--- src/rtl/pipe_ctrl.sv ---
// pipe_ctrl: stall/flush generation and exception/eret/interrupt PC redirect for the 5-stage pipeline.
// Interrupt path (irq, int_en, int_detect) is present only when PIPE_IRQ_EN is defined.
module pipe_ctrl #(
  parameter int                ADDR_W     = 30,
  parameter int                EXP_W      = 3,
  parameter logic [ADDR_W-1:0] EXC_VECTOR = '0
) (
  input  logic              clk,
  input  logic              reset,
  input  logic              if_busy,
  input  logic              mem_busy,
  input  logic              ld_hazard,
  input  logic              mem_en,
  input  logic [ADDR_W-1:0] mem_pc,
  input  logic              mem_br_flag,
  input  logic [EXP_W-1:0]  mem_exp_code,
  input  logic              mem_eret,
  input  logic              irq,
  input  logic              int_en_we,
  input  logic              int_en_wd,
  output logic              if_stall,
  output logic              id_stall,
  output logic              ex_stall,
  output logic              mem_stall,
  output logic              if_flush,
  output logic              id_flush,
  output logic              ex_flush,
  output logic              mem_flush,
  output logic              int_detect,
  output logic              pc_load,
  output logic [ADDR_W-1:0] new_pc,
  output logic [ADDR_W-1:0] epc,
  output logic [EXP_W-1:0]  exp_code,
  output logic              int_en
);

  typedef enum logic [1:0] {RUN = 2'd0, TRAP = 2'd1, RET = 2'd2} state_t;

  state_t            state_reg, state_next;
  logic [ADDR_W-1:0] epc_reg;
  logic [EXP_W-1:0]  exp_code_reg;
  logic              int_en_reg;
  logic              stall;
  logic              accept_ok;
  logic              exc_accept, eret_accept, int_accept, trap_accept;
  logic              event_flush;

  assign stall     = if_busy | mem_busy;
  assign if_stall  = stall | ld_hazard;
  assign id_stall  = stall;
  assign ex_stall  = stall;
  assign mem_stall = stall;

  // Events are only taken in RUN with the pipe moving; a stalled MEM register holds them for later.
  assign accept_ok   = (state_reg == RUN) & ~stall & ~reset;
  assign exc_accept  = accept_ok & mem_en & (mem_exp_code != '0);
  assign eret_accept = accept_ok & mem_en & mem_eret & ~exc_accept;

`ifdef PIPE_IRQ_EN
  logic pre_int_en_reg;

  assign int_accept = accept_ok & mem_en & irq & int_en_reg & ~exc_accept & ~eret_accept;

  always_ff @(posedge clk) begin
    if (reset) begin
      int_en_reg     <= 1'b0;
      pre_int_en_reg <= 1'b0;
    end else if (trap_accept) begin
      pre_int_en_reg <= int_en_reg;
      int_en_reg     <= 1'b0;
    end else if (eret_accept) begin
      int_en_reg <= pre_int_en_reg;
    end else if ((state_reg == RUN) && int_en_we) begin
      int_en_reg <= int_en_wd;
    end
  end
`else
  logic unused_irq_inputs;

  assign unused_irq_inputs = ^{irq, int_en_we, int_en_wd};
  assign int_accept        = 1'b0;
  assign int_en_reg        = 1'b0;
`endif

  assign trap_accept = exc_accept | int_accept;

  always_ff @(posedge clk) begin
    if (reset) begin
      state_reg <= RUN;
    end else begin
      state_reg <= state_next;
    end
  end

  always_comb begin
    state_next = state_reg;
    case (state_reg)
      RUN: begin
        if (trap_accept) begin
          state_next = TRAP;
        end else if (eret_accept) begin
          state_next = RET;
        end
      end
      TRAP:    state_next = RUN;
      RET:     state_next = RUN;
      default: state_next = RUN;
    endcase
  end

  // Redirect cycles are suppressed under reset so a reset in TRAP/RET aborts the PC load.
  always_comb begin
    event_flush = 1'b0;
    pc_load     = 1'b0;
    new_pc      = EXC_VECTOR;
    case (state_reg)
      RUN: begin
        event_flush = trap_accept | eret_accept;
      end
      TRAP: begin
        if (!reset) begin
          event_flush = 1'b1;
          pc_load     = 1'b1;
        end
      end
      RET: begin
        if (!reset) begin
          event_flush = 1'b1;
          pc_load     = 1'b1;
          new_pc      = epc_reg;
        end
      end
      default: begin
        event_flush = 1'b0;
      end
    endcase
  end

  assign if_flush   = event_flush;
  assign id_flush   = event_flush | (ld_hazard & ~reset);
  assign ex_flush   = event_flush;
  assign mem_flush  = event_flush;
  assign int_detect = int_accept;

  // A delay-slot instruction must restart at its branch, one word earlier (wraps modulo 2^ADDR_W).
  always_ff @(posedge clk) begin
    if (reset) begin
      epc_reg      <= '0;
      exp_code_reg <= '0;
    end else if (trap_accept) begin
      epc_reg      <= mem_br_flag ? (mem_pc - ADDR_W'(1)) : mem_pc;
      exp_code_reg <= exc_accept ? mem_exp_code : EXP_W'(1);
    end
  end

  assign epc      = epc_reg;
  assign exp_code = exp_code_reg;
  assign int_en   = int_en_reg;

endmodule

--- config.mk ---
export PLATFORM = sky130hd
export DESIGN_NAME = pipe_ctrl
export DESIGN_NICKNAME = d
export VERILOG_FILES = /design/src/rtl/pipe_ctrl.sv
export SDC_FILE = /design/constraint.sdc
export NUM_CORES = 1
export LEC_CHECK = 0
export BUFFER_PORTS_ARGS = -buffer_cell sky130_fd_sc_hd__buf_2
export CORE_ASPECT_RATIO = 1.2
export CORE_MARGIN = 2
export CORE_UTILIZATION = 40
export CTS_CLUSTER_DIAMETER = 150
export DETAILED_ROUTE_END_ITERATION = 7
export PLACE_DENSITY = 0.8
export SETUP_SLACK_MARGIN = 0.2
export SLEW_MARGIN = 10
export SYNTH_ARGS = -nofsm -noshare
export SYNTH_HDL_FRONTEND = slang
export SYNTH_SLANG_ARGS = --single-unit
--- constraint.sdc ---
create_clock -name clk -period 1.9 [get_ports clk]
set_input_delay 0.19 -clock clk [delete_from_list [all_inputs] [get_ports clk]]
set_output_delay 0.19 -clock clk [all_outputs]
set_load 0.01 [all_outputs]
==> results.yml <==
finish:
  drive_above_1_share_pct: 48.84
  area_growth_pct: 57.75
  final_area_um2: 3606
  largest_reg_flops: 30
  nets: 477
  utilization_pct: 64.47
  diodes: 0
synthesis:
  ys_warn_count: 0
  synth_top_cell_by_area: "dfxtp_1"
  synth.ff_latch_count: 35
  synth.most_common_cell: "dfxtp_1"
  synth_edf_count: 0
  synth_area_um2: 2286
  yosys.cell_types.count: 50
  ys_seq_area_share_pct: 30.65
  netlist_instances: 286
  synth.area.top_cells: "dfxtp_1 31%, and2_1 8.2%, nand3_1 3.9%"
  async_reset_ff_share_pct: 0
  yosys_most_used_dff: "dfxtp_1"
  synth_commonest_cells: "35 x dfxtp_1, 30 x and2_1, 18 x nand2_1, 18 x nand3_1"
  synth.avg_cell_area_um2: 7.993
  synth_top_area_share_pct: 30.65
worst_setup_path:
  critPathKind: "reg -> out"
  cp-start-kind: "flop"
  crit_required_ps: 1710
  cp.arrival_ps: 1710
  cp-end-kind: "primary output"
  reg2reg_depth: 8
  worstPathMaxFanout: 4
placed_design:
  place_worst_setup_slack_ps: -163.1
  post-dp-hpwl_mm: 5.173
  portBuffers: 112
  finalWeightedCongestion: 0.8294
  postPlaceCellArea_um2: 3072
run:
  max-cap-violations: 0
grt:
  grt_pass1_vias: 2538
  antenna_found_initial: 0
  grt_pass1_wl_mm: 11.46
  grt_overflow: 0
  grt_max_degree: 22
  grt_util_all_layers_pct: 22.56
floorplanning:
  die_y_um: 86.81
  initial_utilization_pct: 40.87
  die_w_um: 73.01
  rows: 30
  io_pins: 118
  core_area_um2: 5593
  die-area_um2: 6338
outcome:
  failed_checks: "negative setup slack"
  status: "complete, but fails checks"
clocking:
  h-tree-depth: 2
  clkTransAtPathRegs_ps: 70
  holdBufCountCts: 0
  cts-root-buf: "clkbuf_8"
  clk_latency_ps: 290
  cts_tree: "built"
  cts-buffers-inserted: 5
  clockBufferDepth: 2
  cts_sinks: 35
detailed_routing:
  wire_per_inst_um: 15.76
  ant_nets: 0
  routed_via_density: 5.706
  drc_errors: 0
  first_iter_violations: 105
  dr.pass1.iters: 4
  drt_wl_total_mm: 7.786
  vias: 2819
sta:
  tightest_slew_ps: 500.4
  max_freq_mhz: 525.8
  period_share_pct: 100.1
  relSlewSlack_pct: 66.33
  finalMaxSlewViolations: 0
  setup_viol: 1
  clock_skew_ps: 9.743
  finalHoldViolations: 0
  finalCriticalPeriod_ps: 1902
  fin_ws_ps: -1.827
  rsz0062_at_grt: "true"
power_and_ir_drop:
  powerDensity_nw_per_um2: 467.8
  irDropWorstVdd_v: 0.0003602
  p_leak_nw: 1.681
min_path:
  hold_depth: 3
  hp-class: "in -> reg"
[stage by stage]
step,std cells,hold WS [ps],TNS (ps),power (mW)
after floorplan,287,342.7,0,0.9433
after global placement,468,455.6,-386.2,1.090
after detailed placement,468,459.6,-587.5,1.099
after CTS,487,164.5,0,1.646
after global routing,494,189.4,-221.5,1.761
final,494,168.3,-1.827,1.687
[report_power, final]
| part | internal (mW) | switching (mW) |
|---|---|---|
| Sequential | 0.763 | 0.0222 |
| Clock | 0.256 | 0.278 |
| Combinational | 0.174 | 0.193 |
| Total | 1.19 | 0.493 |
[final timing paths]
check | end | slack (ps) | start
min | exp_code[1] | 170 | mem_exp_code[1]
min reg2reg | epc[1] | 470 | epc[1]
max reg2reg | epc[20] | 100 | state_reg[1]
max | ex_flush | -2 | state_reg[1]
[per-layer routing]
metal | wire, µm | track usage (%) | part of all wire (%)
met1 | 2926 | 25.62 | 38
met2 | 4272 | 41.69 | 55
met3 | 454 | 3.721 | 5.8
met4 | 133 | 7.744 | 1.7
met5 | 0 | 0 | 0
[worst max-delay path: stages, from the launching register on]
cell and delay (ps):
dfxtp_2 320, inv_2 70, ha_4 140, nor4b_4 310, a31oi_2 180, a21oi_4 190, buf_4 140, buf_6 90
[cells by family (layout without fill, tap and decap cells)]
family / count (synthesis) / after routing / share of synthesized area, %
buffers and inverters: 32 / 175 / 6.677
and+or+nand+nor: 143 / 143 / 37.49
xor gates and xnor gates: 13 / 13 / 4.981
muxes: 2 / 2 / 0.9305
DFF: 35 / 35 / 30.65
AOI/OAI and AO/OA: 56 / 56 / 16.91
adders and majority gates: 4 / 4 / 2.189
other: 1 / 2 / 0.1640
[final cells by class]
class                      instances  area [µm²]
clock buffer                       6       72.57
clock inverter                     2       12.51
fill                             471        1987
inverter                           7       26.28
multi-input combinational        220        1633
sequential                        35       703.2
tap                               64       80.08
timing repair buffer             160        1079
[cells in the final DEF (no fill, tap or decap), drive strengths merged, types with 3 or more instances in the layout]
cell type,n
buf,158
dfxtp,35
and2,30
nand2,18
nand3,18
or4,15
nor2,14
a21oi,11
o211ai,10
or3,10
o21ai,10
xnor2,8
nor4,8
clkbuf,8
inv,7
nor3,6
nand4,6
a311o,5
xor2,5
a31oi,5
ha,4
nor4b,4
o211a,3
o31ai,3
a22oi,3
and3,3
[what timing repair did]
item,CTS,global route
gates resized for setup,13,38
endpoints found under the setup margin,17,58
gates cloned,2,2
setup buffers,9,5
pin swaps,10,19
Note: power is estimated with default switching activity, not from simulation.
